===== src/rtl/median_window_sched.sv =====
// Frame sequencer for the 3x3 median core: walks every valid window of a
// WIDTH x HEIGHT frame in row-major order. Pixels come from a 1-cycle-latency
// read RAM. Window columns are reused along a row. Each median goes out as one
// output RAM write.
module median_window_sched #(
    parameter int WIDTH   = 320,
    parameter int HEIGHT  = 240,
    parameter int ADDR_W  = 17,
    parameter int OADDR_W = 17
) (
    input  logic               clk_i_sched,
    input  logic               rst_i_sched,
    input  logic               start_i,
    output logic               busy_o,
    output logic               frame_done_o,
    output logic               rd_en_o,
    output logic [ADDR_W-1:0]  rd_addr_o,
    input  logic [7:0]         rd_data_i,
    output logic               med_en_o,
    output logic [71:0]        win_o,
    input  logic               med_done_i,
    input  logic [7:0]         med_data_i,
    output logic               wr_en_o,
    output logic [OADDR_W-1:0] wr_addr_o,
    output logic [7:0]         wr_data_o
);

    typedef enum logic [2:0] {
        S_IDLE, S_FETCH, S_ISSUE, S_WAIT_DONE, S_WRITE, S_ADVANCE, S_DONE
    } state_t;

    localparam int CW = (WIDTH  > 3) ? $clog2(WIDTH)  : 2;
    localparam int RW = (HEIGHT > 3) ? $clog2(HEIGHT) : 2;
    localparam logic [CW-1:0]     C_LAST = CW'(WIDTH - 3);
    localparam logic [RW-1:0]     R_LAST = RW'(HEIGHT - 3);
    localparam logic [ADDR_W-1:0] ROW1   = ADDR_W'(WIDTH);
    localparam logic [ADDR_W-1:0] ROW2   = ADDR_W'(2 * WIDTH);

    state_t               state_q, state_d;
    logic [RW-1:0]        r_q, r_d;
    logic [CW-1:0]        c_q, c_d;
    logic [ADDR_W-1:0]    row_base_q, row_base_d;   // r * WIDTH, kept incrementally
    logic                 nine_q, nine_d;           // 1: full 9-read fetch, 0: 3-read column
    logic [3:0]           rd_cnt_q, rd_cnt_d;
    logic                 cap_vld_q, cap_vld_d;
    logic [3:0]           cap_slot_q, cap_slot_d;
    logic [8:0][7:0]      win_q, win_d;
    logic [ADDR_W-1:0]    rd_addr_q, rd_addr_d;
    logic [OADDR_W-1:0]   wr_cnt_q, wr_cnt_d;
    logic [7:0]           med_q, med_d;
    logic [OADDR_W-1:0]   wr_addr_q, wr_addr_d;
    logic [7:0]           wr_data_q, wr_data_d;

    logic [1:0]           row_off, col_off;
    logic [3:0]           rd_slot, n_reads;
    logic [ADDR_W-1:0]    row_ofs_addr, rd_addr_calc;
    logic                 rd_en, wr_en;

    // Address/slot of the current read: column-major 9-read, or the new right column
    always_comb begin
        row_off = 2'd0;
        col_off = 2'd2;
        if (nine_q) begin
            case (rd_cnt_q)
                4'd0:    begin row_off = 2'd0; col_off = 2'd0; end
                4'd1:    begin row_off = 2'd1; col_off = 2'd0; end
                4'd2:    begin row_off = 2'd2; col_off = 2'd0; end
                4'd3:    begin row_off = 2'd0; col_off = 2'd1; end
                4'd4:    begin row_off = 2'd1; col_off = 2'd1; end
                4'd5:    begin row_off = 2'd2; col_off = 2'd1; end
                4'd6:    begin row_off = 2'd0; col_off = 2'd2; end
                4'd7:    begin row_off = 2'd1; col_off = 2'd2; end
                default: begin row_off = 2'd2; col_off = 2'd2; end
            endcase
        end else begin
            row_off = rd_cnt_q[1:0];
            col_off = 2'd2;
        end
        case (row_off)
            2'd0:    row_ofs_addr = '0;
            2'd1:    row_ofs_addr = ROW1;
            default: row_ofs_addr = ROW2;
        endcase
        rd_slot      = {2'b00, row_off} * 4'd3 + {2'b00, col_off};
        rd_addr_calc = row_base_q + row_ofs_addr + ADDR_W'(c_q) + ADDR_W'(col_off);
        n_reads      = nine_q ? 4'd9 : 4'd3;
    end

    assign rd_en        = (state_q == S_FETCH) && (rd_cnt_q < n_reads);
    assign wr_en        = (state_q == S_WRITE);
    assign rd_en_o      = rd_en;
    assign rd_addr_o    = rd_en ? rd_addr_calc : rd_addr_q;
    assign wr_en_o      = wr_en;
    assign wr_addr_o    = wr_en ? wr_cnt_q : wr_addr_q;
    assign wr_data_o    = wr_en ? med_q : wr_data_q;
    assign med_en_o     = (state_q == S_ISSUE) || (state_q == S_WAIT_DONE);
    assign win_o        = win_q;
    assign busy_o       = (state_q != S_IDLE);
    assign frame_done_o = (state_q == S_DONE);

    // Next-state, counters, window capture/shift and held output values
    always_comb begin
        state_d    = state_q;
        r_d        = r_q;
        c_d        = c_q;
        row_base_d = row_base_q;
        nine_d     = nine_q;
        rd_cnt_d   = rd_cnt_q + {3'b000, rd_en};
        cap_vld_d  = rd_en;
        cap_slot_d = rd_en ? rd_slot : cap_slot_q;
        win_d      = win_q;
        rd_addr_d  = rd_addr_o;
        wr_cnt_d   = wr_cnt_q;
        med_d      = med_q;
        wr_addr_d  = wr_addr_o;
        wr_data_d  = wr_data_o;

        // read data lands one cycle after its strobe
        if (cap_vld_q) win_d[cap_slot_q] = rd_data_i;

        case (state_q)
            S_IDLE: begin
                if (start_i) begin
                    r_d        = '0;
                    c_d        = '0;
                    row_base_d = '0;
                    nine_d     = 1'b1;
                    rd_cnt_d   = '0;
                    wr_cnt_d   = '0;
                    state_d    = S_FETCH;
                end
            end
            S_FETCH: begin
                // all reads issued; the last byte is captured this cycle
                if (rd_cnt_q == n_reads) state_d = S_ISSUE;
            end
            S_ISSUE: state_d = S_WAIT_DONE;
            S_WAIT_DONE: begin
                if (med_done_i) begin
                    med_d   = med_data_i;
                    state_d = S_WRITE;
                end
            end
            S_WRITE: begin
                wr_cnt_d = wr_cnt_q + OADDR_W'(1);
                state_d  = S_ADVANCE;
            end
            S_ADVANCE: begin
                rd_cnt_d = '0;
                if (c_q < C_LAST) begin
                    c_d    = c_q + CW'(1);
                    nine_d = 1'b0;
                    for (int k = 0; k < 3; k++) begin
                        win_d[3*k]   = win_q[3*k+1];
                        win_d[3*k+1] = win_q[3*k+2];
                    end
                    state_d = S_FETCH;
                end else if (r_q < R_LAST) begin
                    r_d        = r_q + RW'(1);
                    c_d        = '0;
                    row_base_d = row_base_q + ROW1;
                    nine_d     = 1'b1;
                    state_d    = S_FETCH;
                end else begin
                    state_d = S_DONE;
                end
            end
            S_DONE:  state_d = S_IDLE;
            default: state_d = S_IDLE;
        endcase
    end

    // State and datapath registers with synchronous active-low reset
    always_ff @(posedge clk_i_sched) begin
        if (!rst_i_sched) begin
            state_q    <= S_IDLE;
            r_q        <= '0;
            c_q        <= '0;
            row_base_q <= '0;
            nine_q     <= 1'b0;
            rd_cnt_q   <= '0;
            cap_vld_q  <= 1'b0;
            cap_slot_q <= '0;
            win_q      <= '0;
            rd_addr_q  <= '0;
            wr_cnt_q   <= '0;
            med_q      <= '0;
            wr_addr_q  <= '0;
            wr_data_q  <= '0;
        end else begin
            state_q    <= state_d;
            r_q        <= r_d;
            c_q        <= c_d;
            row_base_q <= row_base_d;
            nine_q     <= nine_d;
            rd_cnt_q   <= rd_cnt_d;
            cap_vld_q  <= cap_vld_d;
            cap_slot_q <= cap_slot_d;
            win_q      <= win_d;
            rd_addr_q  <= rd_addr_d;
            wr_cnt_q   <= wr_cnt_d;
            med_q      <= med_d;
            wr_addr_q  <= wr_addr_d;
            wr_data_q  <= wr_data_d;
        end
    end

endmodule

===== config.mk =====
export PLATFORM = sky130hd
export DESIGN_NAME = median_window_sched
export DESIGN_NICKNAME = d
export VERILOG_FILES = /design/src/rtl/median_window_sched.sv
export SDC_FILE = /design/constraint.sdc
export NUM_CORES = 1
export LEC_CHECK = 0
export BUFFER_PORTS_ARGS = -buffer_cell sky130_fd_sc_hd__buf_2
export CAP_MARGIN = 20
export CORE_MARGIN = 4
export CORE_UTILIZATION = 45
export DETAILED_ROUTE_END_ITERATION = 12
export GPL_TIMING_DRIVEN = 0
export PLACE_DENSITY = 0.66
export SETUP_SLACK_MARGIN = 0.15
export SLEW_MARGIN = 20
export SYNTH_ARGS = -nofsm -noshare
export SYNTH_HDL_FRONTEND = slang
export SYNTH_SLANG_ARGS = --single-unit

===== constraint.sdc =====
create_clock -name clk_i_sched -period 9.5 [get_ports clk_i_sched]
set_clock_uncertainty 0.15 [all_clocks]
set_input_delay 0.95 -clock clk_i_sched [delete_from_list [all_inputs] [get_ports clk_i_sched]]
set_output_delay 0.95 -clock clk_i_sched [all_outputs]
set_load 0.005 [all_outputs]

* Word-level counts from Yosys, hierarchy flattened
Memories as Yosys holds them, arrays and structs flattened. A register that Yosys moved wholly into a read port is not among the register bits.
Index checks and enable logic that the tools add are counted.
** Storage, ports and cells
- Flip-flop bits (word level) :: 186
- Bits in latches :: 0
- Bits in writable memories :: 0
- ROM bits :: 32
- Input bits :: 20
- Output and inout port bits :: 119
- Word-level logic and storage cells :: 109
- Memories :: 1
** Cells by class
- Add/subtract/negate cells :: 9
- $mul :: 1
- Divide/modulo/power cells :: 0
- Order comparisons :: 5
- Equality and inequality tests :: 14
- Shift operators :: 0
- Mux-type cells :: 44
- Bitwise operators :: 0
- Reductions and logical operators :: 13
** Memory list
- (name not given) :: depth 8, width 4, rd ports 1, clocked after Yosys merged registers in 1, write ports 0, line 64 : case (rd_cnt_q)
** Operators by type and width (count)
- 16-bit two-way mux :: 6
- 17-bit two-way mux :: 5
- 72-bit bitwise mux :: 1
- 17-bit one-hot mux with 2 select lines :: 2
- 64-bit two-way mux :: 1
- 8-bit two-way mux :: 5
- 8-bit demux with 4-bit select :: 1
- 9-bit two-way mux :: 3
- 10-bit one-hot mux with 2 select lines :: 1
- 3-bit two-way mux :: 6
- 3-bit one-hot mux with 6 select lines :: 1
- 9-bit one-hot mux with 2 select lines :: 1
- 17-bit by 1-bit adder with 17-bit output (second input constant) :: 1
- 17-bit adder :: 1
- 17-bit by 2-bit adder with 17-bit output :: 1
- 17-bit by 9-bit adder with 17-bit output :: 1
- 17-bit by 9-bit adder with 17-bit output (second input constant) :: 1
- 8-bit one-hot mux with 2 select lines :: 1
- 4-bit two-way mux :: 3
- 9-bit by 1-bit adder with 9-bit output (second input constant) :: 1
- 3-bit equality test (second input constant) :: 3
- 9-bit < comparator (second input constant) :: 1
- 8-bit by 1-bit adder with 8-bit output (second input constant) :: 1
- 8-bit < comparator (second input constant) :: 1
- 26 further kinds :: 37

* Longest topological paths before layout
Gate-level depths: netlist (run 1).
- Word-level depth :: 8
- Depth in mapped cells :: 13
- Depth with buffers taken out :: 12

* Worst setup path before layout (run 1)
No wires, ideal clock.
- Path type :: flip-flop to output port
- From :: register nine_q
- To :: output port rd_addr_o[14]
- Data arrival time :: 2957 ps
- Data required time :: 8400 ps
- Path slack :: 5443 ps
- Cell stages (with the launch flop) :: 13
- Path buffers :: 0
- Path through :: dfxtp_1 nand2_1 o2bb2ai_1 inv_1 ha_1 nor2_1 fa_1 ha_1 nand4b_1 or3_1 a211oi_1 xnor2_1 a21oi_1
** Between the ends
- Longest elaborated chain between the ends :: 7
- Elaborated cells between the ends (all ways) :: 12
- Those cells by class :: add/sub: 3; order compare: 1; eq/ne: 1; mux: 5; reduce/logical: 2
** RTL lines
- from (decl) :: line 43 : logic nine_q, nine_d;
- from (signal assigned) :: line 195 : nine_q <= nine_d;
- 2-bit two-way mux :: line 63 : if (nine_q) begin
- 2-bit by 1-bit equality test with 1-bit output or 2-bit zero test (tied branches) :: line 79 : case (row_off)
- 10-bit one-hot mux with 2 select lines :: line 79
- 17-bit adder :: line 85 : rd_addr_calc = row_base_q + row_ofs_addr + ADDR_W'(c_q) + ADDR_W'(col_off);
- 17-bit by 9-bit adder with 17-bit output :: line 85
- 17-bit by 2-bit adder with 17-bit output :: line 85
- 17-bit two-way mux * :: line 92 : assign rd_addr_o = rd_en ? rd_addr_calc : rd_addr_q;
- to (decl) :: line 17 : output logic [ADDR_W-1:0] rd_addr_o,
Every way passes the cells marked *; elsewhere a longest branch is shown, timed or not.

* Worst setup path in the final report (run 1)
- From :: register nine_q
- To :: output port rd_addr_o[16]
Same word-level chain as after synthesis.

==> key figures, run 1 <==
Status
  • Status: finished, final reports clean

Logic synthesis
  • Cell area after synthesis: 8597 um^2
  • Mapped Nets: 1075
  • Post-synth cell types: 63
  • Post-synth EDFFs: 0
  • Ys flop type: dfxtp_1
  • Avg Cell Area, Syn: around 8.4 um^2
  • Yosys warns: 0
  • Post-synthesis register bit count: 184
  • Synth async-reset ratio: 0%
  • Register area share after synthesis: 42.85%
  • Synth Instances: 1027

Route
  • Routed Antenna Nets: 0
  • WL final: 22.64 mm
  • Vias per cell: 5.438
  • Initial DRC count: about 410
  • Remaining DRCs: 0
  • Avg WL per Cell: 15.93 um
  • Vias: 7727
  • Drt first pass iters: 5

Flow run
  • Max-Cap Viols: 0

STA
  • Final Cycle Share: 53.33%
  • Fin Setup TNS: 0 ns
  • Shortest period the worst path allows: roughly 5.1 ns
  • Hold Fails Final Rpt: 0
  • # setup viols final: 0
  • Max Clk Rate: 197.4 MHz
  • Final-report max-slew violation count: 0
  • Measured slew at the worst slew-check pin: 0.9569 ns
  • Slew HR: a little over a third
  • RSZ-0062 raised after global routing: no
  • Worst hold slack: 0.3076 ns

Clock network
  • Setup Buffers After CTS: 0
  • Clk buf depth: 2
  • Post-cts hold buffer count: 0
  • # H-tree levels: 4
  • CTS Sinks: 184
  • Reg clk slew, reported paths: 0.07 ns
  • Post-CTS sizing: 0
  • TritonCTS Buffers: 17
  • Clk_lat worst skew: 0.43 ns
  • TritonCTS clock tree: yes
  • Root Driver: clkbuf_16

Placed design
  • IO Port Bufs: between 100 and 150
  • Placed cell count: 1390
  • GPL Wtd Cong: 0.8234
  • Placed Area: approximately 9500 um^2
  • DP HPWL: 16.34 mm

Critical path
  • Critical path's largest stage delay: 0.50 ns
  • Buffers and inverters on the worst path: 2
  • CP dominant cell by count: ha_1
  • Critical path type: register to output port
  • CP max FO: 7
  • Worst setup SP type: register
  • CP arrival: 3.97 ns
  • Critical Path End Type: output port
  • Top delay family on crit path: adder cells
  • Worst path slowest cell: or3_1
  • Crit-path cells: nand2_1 > o2bb2ai_1 > inv_1 > ha_1 > nor2_1 > fa_1 > ha_1 > nand4b_1 > or3_1 > a211oi_1 > xnor2_1 > a21oi_1 > buf_2
  • CP required: 8.40 ns

Cells and area
  • Diode count: 0
  • Cell area after layout: slightly above 10000 um^2
  • Layout cell share with drive strength beyond 1: roughly 15%
  • Nets: 1223
  • Final Core Density: 53.89%
  • Syn-to-layout area delta: 17.65%
  • Final std cells w/o fill: between 1000 and 1500

Floorplanning
  • Die ar.: between 20000 and 25000 um^2
  • IO Pins: 139
  • Die Wd: between 100 and 150 um
  • Die Y-Extent: 146.2 um
  • Starting Density: about 46%
  • Rows: 50
  • Core Box Area: 18770 um^2

Global routing
  • First-pass GRT wire length: 36.87 mm
  • Vias in the first global route: 7200
  • Overall Global Routing Usage: 20.76%
  • Global route overflow: 0
  • Initial antenna violation count: 0
  • Pin count of the biggest net entering global routing: 17

Pwr
  • Max VDD drop: 0.1378 mV
  • Power density over the cells: 161.2 nW/um^2
  • P_leak: 4.554 nW

Min path
  • Tightest Hold Check Type: register to register
[final timing paths]
kind	slack (ns)	endpoint	cells after the start	startpoint
max reg2reg	5.66	register	12	nine_q
min	0.31	med_q[5]	2	med_q[5]
max	4.43	rd_addr_o[16]	13	nine_q
min reg2reg	0.31	med_q[5]	2	med_q[5]
[cells by family (layout without fill, tap and decap cells)]
| family | count (synthesis) | after routing | synth area share, % |
|---|---|---|---|
| AND/OR/NAND/NOR | 403 | 403 | 21.42 |
| AO/OA/AOI/OAI | 234 | 234 | 17.23 |
| flip-flops | 184 | 184 | 42.85 |
| buffers and inverters | 94 | 254 | 4.453 |
| multiplexers | 67 | 67 | 7.801 |
| adder cells (fa/ha/maj) | 28 | 28 | 4.512 |
| XOR/XNOR | 17 | 17 | 1.732 |
[cell type report]
cell class	instances	area [um^2]
buffer	68	285.3
clock buffer	20	446.7
clock inverter	11	126.4
fill	1795	8653
inverter	26	97.59
multi-input combinational	749	4537
sequential	184	3684
tap	234	292.8
timing repair buffer	129	645.6
[per-stage QoR]
step | setup WS, ns | power (mW)
floorplan | 5.443 | 0.8990
detailed placement | 4.893 | 0.9487
global route | 4.137 | 1.692
CTS | 4.407 | 1.643
finish | 4.433 | 1.630
global placement | 4.882 | 0.9473
[routing by layer]
metal  wire (um)  part of all wire (%)  global-route usage, %  vias to the layer above
li1            -                     -                      -                     3903
met1       11040                    49                  29.16                     3603
met2       10130                    45                  32.39                      184
met3         966                   4.3                  3.631                       37
met4         496                   2.2                  7.056                        0
met5           0                     0                      0                        -
[cell usage in the layout, fill, tap and decap left out, types with 5 or more instances in the layout]
| cell | netlist | routed |
|---|---|---|
| buf_1 | 20 | 20 |
| nor3_1 | 5 | 5 |
| inv_1 | 25 | 25 |
| xnor2_1 | 8 | 8 |
| clkinv_4 | 0 | 5 |
| or3_1 | 23 | 23 |
| nand4_1 | 10 | 10 |
| clkbuf_16 | 0 | 17 |
| a21oi_1 | 91 | 91 |
| buf_2 | 5 | 134 |
| and2_1 | 15 | 15 |
| ha_1 | 23 | 23 |
| o31ai_1 | 6 | 6 |
| a311oi_1 | 10 | 10 |
| a211oi_1 | 55 | 55 |
| xor2_1 | 9 | 9 |
| o21ai_0 | 39 | 39 |
| and3_1 | 10 | 10 |
| fa_1 | 5 | 5 |
| mux2i_1 | 67 | 67 |
| dfxtp_1 | 184 | 184 |
| or4_1 | 5 | 5 |
| nor2_1 | 119 | 119 |
| clkbuf_1 | 37 | 39 |
| nand3_1 | 28 | 28 |
| nand2_1 | 159 | 159 |
| nand3b_1 | 6 | 6 |
[tightest hold or removal path, stage by stage (launching register included)]
cell	delay (ns)
dfxtp_1	0.31
nand2_1	0.05
a21oi_1	0.05
[cells in the mapped netlist (all sizes together) (8+ instances only)]
cell	count	area share (%)
xnor2	8	0.82
and2	15	1.1
clkbuf	38	1.7
mux2i	67	7.8
nor2	119	5.2
a211oi	56	4.9
o21ai	42	2.4
dfxtp	184	43
nand2	159	6.9
buf	30	1.6
nand4	10	0.73
or3	24	1.8
and3	10	0.73
a21oi	91	5.3
inv	25	1.1
nand3	28	1.6
xor2	9	0.92
ha	23	3.3
a311oi	10	1.0
[where the power goes]
group | switching (mW) | total [mW] | internal [mW]
clock network | 0.305 | 0.699 | 0.394
registers | 0.0102 | 0.794 | 0.784
logic | 0.0903 | 0.137 | 0.0465
[flip-flops by register name (all words and copies together), names as in the netlist, named ones only]
name,count
win_o,72
rd_addr_q,17
wr_addr_q,17
wr_cnt_q,17
row_base_q,11
c_q,9
med_q,8
r_q,8
wr_data_q,8
cap_slot_q,4
rd_cnt_q,4
state_q,3
cap_vld_q,1
nine_q,1
No activity file was read; power rests on OpenSTA's default activity.
==> inputs of run 2 (changes only) <==
Settings changed: ABC_AREA from default to 1.
Clock period 9.5 ns to 5.2 ns, I/O delays scaled along.
==> key figures, run 2 <==
Route
  • Avg WL per Cell: 14.70 um (was 15.93 um)
  • Vias: 9081 (was 7727)
  • Vias per cell: 5.107 (was 5.438)
  • Remaining DRCs: 0 (unchanged)
  • Routed Antenna Nets: 0 (unchanged)
  • Initial DRC count: 747 (was 407)
  • Drt first pass iters: 6 (was 5)
  • WL final: 26.13 mm (was 22.64 mm)

Global routing
  • Vias in the first global route: 8174 (was 7200)
  • Pin count of the biggest net entering global routing: 20 (was 17)
  • Overall Global Routing Usage: 23.15% (was 20.76%)
  • Initial antenna violation count: 0 (unchanged)
  • GR peak layer: met2 (unchanged)
  • Global route overflow: 0 (unchanged)
  • First-pass GRT wire length: 41.99 mm (was 36.87 mm)
  • M1 GR Usage: 34.09% (was 29.16%)
  • GR Layer Usage met2: 34.92% (was 32.39%)
  • Met3 global-route usage: 4.094% (was 3.631%)

STA
  • Max Clk Rate: ~240 MHz
  • Final-report max-slew violation count: 0 (unchanged)
  • Slew HR: 50.13% (was 35.97%)
  • Hold Fails Final Rpt: 0 (unchanged)
  • Fin Setup TNS: 0 ns (unchanged)
  • Measured slew at the worst slew-check pin: 0.7430 ns (was 0.9569 ns)
  • Worst hold slack: 0.2031 ns (was 0.3076 ns)
  • Shortest period the worst path allows: 4.213 ns
  • Final Cycle Share: 81.02%
  • RSZ-0062 raised after global routing: no (unchanged)
  • # setup viols final: 0 (unchanged)

Cells and area
  • Number of flip-flops in the largest register: 72 (unchanged)
  • Most frequent cells in the layout: nand2_1, nor2_1, dfxtp_1 (was dfxtp_1, nand2_1, buf_2)
  • Final std cells w/o fill: 1778 (was 1421)
  • Syn-to-layout area delta: 18.00% (was 17.65%)
  • Nets: 1548 (was 1223)
  • Most common cell after layout, fill and taps aside: nand2_1 (was dfxtp_1)
  • Layout cell share with drive strength beyond 1: 15.53% (was 15.00%)
  • Final Core Density: 54.70% (was 53.89%)
  • # fillers: 1961 (was 1795)
  • Diode count: 0 (unchanged)

Status
  • Status: finished, final reports clean (unchanged)

Floorplanning
  • Rows: 51 (was 50)
  • Die Y-Extent: 150.5 um (was 146.2 um)
  • Die ar.: 22650 um^2 (was 21380 um^2)
  • IO Pins: 139 (unchanged)
  • Core Box Area: 19720 um^2 (was 18770 um^2)
  • Starting Density: 46.35% (was 45.81%)
  • Die Wd: 150.5 um (was 146.2 um)

Critical path
  • Worst r2r path cells: 16 (was 12)
  • CP max FO: 5 (was 7)
  • Critical path type: register to output port (unchanged)
  • Setup crit end: rd_addr_o[16] (unchanged)
  • FF-to-FF End: rd_addr_q[8]
  • Reg-to-reg setup timing slack: 1.91 ns (was 5.66 ns)
  • Critical Path End Type: output port (unchanged)
  • CP arrival: 3.54 ns (was 3.97 ns)
  • Worst setup SP type: register (unchanged)
  • Worst setup path startpoint: nine_q (unchanged)
  • CP required: 4.53 ns (was 8.40 ns)
  • Reg2reg start: nine_q (unchanged)

Logic synthesis
  • Synth area leader: dfxtp_1 (unchanged)
  • Post-synth EDFFs: 0 (unchanged)
  • Yosys warns: 0 (unchanged)
  • Register area share after synthesis: 40.30% (was 42.85%)
  • Synth async-reset ratio: 0% (unchanged)
  • Mapped Nets: 1392 (was 1075)
  • Post-synth cell types: 36 (was 63)
  • Most frequent cell after synthesis: nand2_1 (was dfxtp_1)
  • Post-synth top cells: nand2_1, nor2_1, dfxtp_1, o21ai_0, inv_1 (was dfxtp_1, nand2_1, nor2_1, a21oi_1, mux2i_1)
  • Avg Cell Area, Syn: 6.801 um^2 (was 8.371 um^2)
  • Post-synthesis register bit count: 184 (unchanged)
  • Ys flop type: dfxtp_1 (unchanged)
  • Cell area after synthesis: 9140 um^2 (was 8597 um^2)
  • Top cells by area, synth: dfxtp_1, nand2_1, o21ai_0, nor2_1, inv_1 (was dfxtp_1, mux2i_1, nand2_1, a21oi_1, nor2_1)
  • Top-area cell type share of the netlist area: 40.30% (was 42.85%)
  • Synth Instances: 1344 (was 1027)

Pwr
  • Total power: 3.965 mW (was 1.630 mW)
  • Power density over the cells: 367.7 nW/um^2 (was 161.2 nW/um^2)
  • P_leak: 5.300 nW (was 4.554 nW)
  • Max VDD drop: 0.2632 mV (was 0.1378 mV)

Placed design
  • IO Port Bufs: 137 (was 129)
  • GPL Wtd Cong: 0.9231 (was 0.8234)
  • DP HPWL: 19.04 mm (was 16.34 mm)
  • Placed cell count: 1746 (was 1390)

Clock network
  • Clk buf depth: 2 (unchanged)
  • Reg clk slew, reported paths: 0.07 ns (about the same)
  • Clk_lat worst skew: 0.43 ns (about the same)
  • Post-CTS sizing: 0 (unchanged)
  • TritonCTS clock tree: yes (unchanged)
  • Post-cts hold buffer count: 0 (unchanged)
  • # H-tree levels: 4 (unchanged)
  • TritonCTS Buffers: 17 (unchanged)
  • CTS Sinks: 184 (unchanged)
  • Setup Buffers After CTS: 0 (unchanged)
  • Root Driver: clkbuf_16 (unchanged)

Min path
  • Tightest Hold Check Type: primary input to register (was register to register)

Flow run
  • Max-Cap Viols: 0 (unchanged)
## run 2: cell types whose count changed in the layout (fill, tap and decap cells not counted), moves of 12 or more
cell,change
a211oi_1,-51
and2_1,-13
buf_1,-15
buf_2,+13
inv_1,+112
mux2i_1,-67
nand2_1,+107
nand3_1,+35
nand4_1,+12
nor2_1,+94
o21ai_0,+130
or2_2,+31
or3_1,-23
## run 2: how the worst min path moves through the flow
stage / from / to / slack (ns) / cells past startpoint
2_1_floorplan: med_q[0] / med_q[0] / 0.29 / 2
3_3_place_gp: med_q[2] / med_q[2] / 0.30 / 2
3_5_place_dp: med_q[1] / med_q[1] / 0.30 / 2
4_1_cts: med_data_i[5] / med_q[5] / 0.19 / 3
5_1_grt: med_data_i[5] / med_q[5] / 0.19 / 3
6_report: med_data_i[5] / med_q[5] / 0.20 / 3
## run 2: worst max-delay path: stages (launching register included)
cell and delay (ns):
dfxtp_1 0.39, inv_1 0.10, nor2_1 0.16, nand2_1 0.07, nand2_1 0.13, inv_1 0.10
ha_1 0.21, nor2_1 0.16, fa_1 0.44, ha_1 0.37, nand2_1 0.09, nor2_1 0.08
nand2_1 0.08, nand2_1 0.13, nand2_1 0.08, nand2_1 0.07, nand2_1 0.05, nand2_1 0.10
nand2_1 0.08, nand2_1 0.08, inv_1 0.03, buf_2 0.11
## run 2: stage by stage
stage / setup WS [ns] / area (um^2)
6_report: 0.9869 / 10790
5_1_grt: 0.6585 / 10790
4_1_cts: 0.9825 / 10790
3_5_place_dp: 1.470 / 10160
3_3_place_gp: 1.479 / 10160
2_1_floorplan: 1.959 / 9140
## run 2: layout make-up
type	count	area (um^2)	area share, %
multi-input cells	956	4641	43.03
flip-flops and latches	184	3684	34.15
repair buffers	137	685.7	6.357
inverters	144	543.0	5.035
clock buffers	17	425.4	3.944
well taps	265	331.6	3.074
plain buffers	60	272.8	2.529
clock inverters	15	202.7	1.879
## run 2: cells by family after synthesis
family	Yosys count	synth area share, %
flops	184	40.30
fa+ha+maj	28	4.244
buf+inv	204	8.925
simple gates	625	28.77
xor+xnor	20	1.916
compound gates	283	15.84
## run 2: power breakdown
| part | leakage, nW | internal, mW | switching [mW] |
|---|---|---|---|
| Sequential | 1.49 | 1.52 | 0.0729 |
| Clock | 0.303 | 0.738 | 0.634 |
| Combinational | 3.51 | 0.363 | 0.638 |
| Total | 5.30 | 2.62 | 1.35 |
## run 2: metal layers
layer  vias up  routed length [um]
li1       4645                   -
met1      4137               12590
met2       271               11390
met3        28                1738
met4         0                 408
met5         -                   0
==> inputs of run 3 (changes only) <==
Settings changed: ABC_AREA 1 to 0.
Clock period 5.2 ns to 3.9 ns, I/O delays scaled along.
==> key figures, run 3 (same netlist as run 1, synthesis figures left out) <==
Pwr
  • Sequential cell fraction of total power: 48.1% (was 40.1%)
  • Net Sw Frac: 25.21% (was 33.92%)
  • Total power: 4.028 mW (was 3.965 mW)
  • Int Pwr: 3.012 mW (was 2.620 mW)
  • NetSw: 1.015 mW (was 1.345 mW)
  • P_leak: 4.665 nW (was 5.300 nW)
  • Power density over the cells: 383.4 nW/um^2 (was 367.7 nW/um^2)
  • Max VDD drop: 0.3468 mV (was 0.2632 mV)
  • Logic pwr share: 9.5% (was 25.2%)
  • Clock share of power: 42.4% (was 34.6%)

Critical path
  • CP arrival: 3.38 ns (was 3.54 ns)
  • Critical Path End Type: output port (unchanged)
  • Critical path type: register to output port (unchanged)
  • Reg-to-reg setup timing slack: 0.32 ns (was 1.91 ns)
  • Buffers and inverters on the worst path: 3 (was 4)
  • Worst path slowest cell: fa_2 (was fa_1)
  • Worst setup SP type: register (unchanged)
  • Reg2reg start: rd_cnt_q[3] (was nine_q)
  • CP required: 3.36 ns (was 4.53 ns)
  • Top delay family on crit path: adder cells (was simple AND/OR/NAND/NOR gates)
  • CP dominant cell by count: ha_4 (was nand2_1)
  • Critical path's largest stage delay: 0.47 ns (was 0.44 ns)
  • Worst r2r path cells: 12 (was 16)
  • Crit-path cells: inv_2 > o2bb2ai_4 > buf_6 > ha_4 > nor2_4 > fa_2 > ha_4 > nand4b_1 > or3_4 > a211oi_2 > xnor2_1 > a21oi_1 > buf_2 (was inv_1 > nor2_1 > nand2_1 > nand2_1 > inv_1 > ha_1 > nor2_1 > fa_1 > ha_1 > nand2_1 > nor2_1 > nand2_1 > nand2_1 > nand2_1 > nand2_1 > nand2_1 > nand2_1 > nand2_1 > nand2_1 > inv_1 > buf_2)
  • CP max FO: 6 (was 5)

Route
  • Remaining DRCs: 0 (unchanged)
  • Vias: 7886 (was 9081)
  • Initial DRC count: 427 (was 747)
  • Avg WL per Cell: 16.19 um (was 14.70 um)
  • Vias per cell: 5.469 (was 5.107)
  • Routed Antenna Nets: 0 (unchanged)
  • WL final: 23.35 mm (was 26.13 mm)
  • Drt first pass iters: 5 (was 6)

Min path
  • Hold-critical path depth: 3 (unchanged)
  • Tightest Hold Check Type: primary input to register (unchanged)
  • End of the worst hold path: med_q[4] (was med_q[5])
  • Hold Crit Start: med_data_i[4] (was med_data_i[5])

Clock network
  • TritonCTS clock tree: yes (unchanged)
  • Reg clk slew, reported paths: 0.06 ns (was 0.07 ns)
  • TritonCTS Buffers: 17 (unchanged)
  • Post-cts hold buffer count: 0 (unchanged)
  • # H-tree levels: 4 (unchanged)
  • CTS Sinks: 184 (unchanged)
  • Root Driver: clkbuf_16 (unchanged)
  • Clk buf depth: 2 (unchanged)
  • Clk_lat worst skew: 0.43 ns (about the same)

Floorplanning
  • Core Box Area: 18770 um^2 (was 19720 um^2)
  • Rows: 50 (was 51)
  • Starting Density: 45.81% (was 46.35%)
  • Die Y-Extent: 146.2 um (was 150.5 um)
  • IO Pins: 139 (unchanged)
  • Die ar.: 21380 um^2 (was 22650 um^2)
  • Die Wd: 146.2 um (was 150.5 um)

Cells and area
  • Syn-to-layout area delta: 22.21% (was 18.00%)
  • Diode count: 0 (unchanged)
  • Number of flip-flops in the largest register: 72 (unchanged)
  • Most common cell after layout, fill and taps aside: dfxtp_1 (was nand2_1)
  • Nets: 1244 (was 1548)
  • Most frequent cells in the layout: dfxtp_1, nand2_1, buf_2 (was nand2_1, nor2_1, dfxtp_1)
  • Final std cells w/o fill: 1442 (was 1778)
  • Layout cell share with drive strength beyond 1: 19.45% (was 15.53%)
  • Final Core Density: 55.98% (was 54.70%)

STA
  • Measured slew at the worst slew-check pin: 0.9496 ns (was 0.7430 ns)
  • Final Cycle Share: 100.5%
  • Final worst slack: -0.01961 ns (was 0.9869 ns)
  • Hold Fails Final Rpt: 0 (unchanged)
  • RSZ-0062 raised after global routing: yes (was no)
  • Final-report max-slew violation count: 0 (unchanged)
  • Slew HR: 36.46% (was 50.13%)
  • Max Clk Rate: 255.1 MHz
  • # setup viols final: 1 (was 0)
  • Shortest period the worst path allows: between 3 and 4 ns

Flow run
  • Max-Cap Viols: 0 (unchanged)

Placed design
  • Placed cell count: 1390 (was 1746)
  • IO Port Bufs: 129 (was 137)
  • DP HPWL: 16.34 mm (was 19.04 mm)
  • GPL Wtd Cong: 0.8234 (was 0.9231)

Status
  • Status: finished, violations left (was finished, final reports clean)
  • Failing checks: negative setup slack

Global routing
  • Initial antenna violation count: 0 (unchanged)
  • Global route overflow: 0 (unchanged)
  • Pin count of the biggest net entering global routing: 17 (was 20)
  • Vias in the first global route: 7336 (was 8174)
  • First-pass GRT wire length: 37.63 mm (was 41.99 mm)
  • Overall Global Routing Usage: 21.22% (was 23.15%)
[run 3: changes by cell type in the layout (fill, tap and decap cells not counted), sizes merged, moves of 12 or more]
cell | previous run | this run
or3 | 0 | 24
nand3 | 65 | 28
or2 | 33 | 1
nand2 | 271 | 159
mux2i | 0 | 67
a211oi | 4 | 56
buf | 160 | 180
o21ai | 174 | 42
and2 | 2 | 15
inv | 150 | 25
nor2 | 214 | 119
nand4 | 22 | 10
[run 3: worst register-to-register path, stage by stage, from the launching register on]
cell      delay (ns)
dfxtp_4         0.37
buf_4           0.15
ha_1            0.31
inv_1           0.06
o21ai_2         0.45
clkinv_1        0.40
buf_1           0.36
ha_1            0.30
ha_1            0.34
nand3_1         0.14
ha_1            0.33
nand2_1         0.06
nand2_1         0.05
[run 3: worst max path at each step]
stage | from | endpoint | slack (ns) | cells after the start
3_5_place_dp | nine_q | rd_addr_o[14] | -0.15 | 13
3_3_place_gp | nine_q | rd_addr_o[14] | -0.16 | 13
5_1_grt | nine_q | rd_addr_o[14] | -0.14 | 13
2_1_floorplan | nine_q | rd_addr_o[14] | 0.40 | 12
4_1_cts | rd_cnt_q[3] | rd_addr_o[14] | 0.001 | 13
6_report | nine_q | rd_addr_o[14] | -0.02 | 13
[run 3: stage by stage]
step | cell area (um^2) | setup TNS [ns] | setup WS [ns] | hold slack (ns)
2_1_floorplan | 8597 | 0 | 0.4029 | 0.2824
3_3_place_gp | 9535 | -0.4473 | -0.1576 | 0.2938
3_5_place_dp | 9535 | -0.3794 | -0.1471 | 0.2979
4_1_cts | 10380 | 0 | 0.001156 | 0.03811
5_1_grt | 10510 | -0.6538 | -0.1373 | 0.04033
6_report | 10510 | -0.01961 | -0.01961 | 0.04757
[run 3: final cells by class]
cell class / instances / area, um^2
plain buffers: 68 / 285.3
clock buffers: 20 / 446.7
clock inverters: 11 / 126.4
fillers: 1746 / 8262
inverters: 26 / 97.59
multi-input cells: 749 / 4758
flip-flops and latches: 184 / 3692
well taps: 234 / 292.8
repair buffers: 150 / 807.0
[run 3: repair_timing]
| action | CTS | global route |
|---|---|---|
| setup buffers | 14 | 7 |
| setup endpoints to repair | 12 | 18 |
| resized for setup | 38 | 14 |
| pin swaps | 17 | 12 |
[run 3: metal layers]
| layer | vias up | wire [um] | global-route usage, % |
|---|---|---|---|
| met3 | 34 | 977 | 3.880 |
| met5 | - | 0 | 0 |
| li1 | 3955 | - | - |
| met2 | 200 | 10680 | 33.41 |
| met1 | 3697 | 11180 | 29.54 |
| met4 | 0 | 508 | 6.961 |
[run 3: power groups by stage]
stage	registers, mW	clock network (mW)	logic [mW]
after detailed placement	1.98	0	0.333
after floorplan	1.97	0	0.217
after CTS	1.94	1.73	0.371
final	1.94	1.71	0.385
after global routing	1.94	1.81	0.426
after global placement	1.98	0	0.330
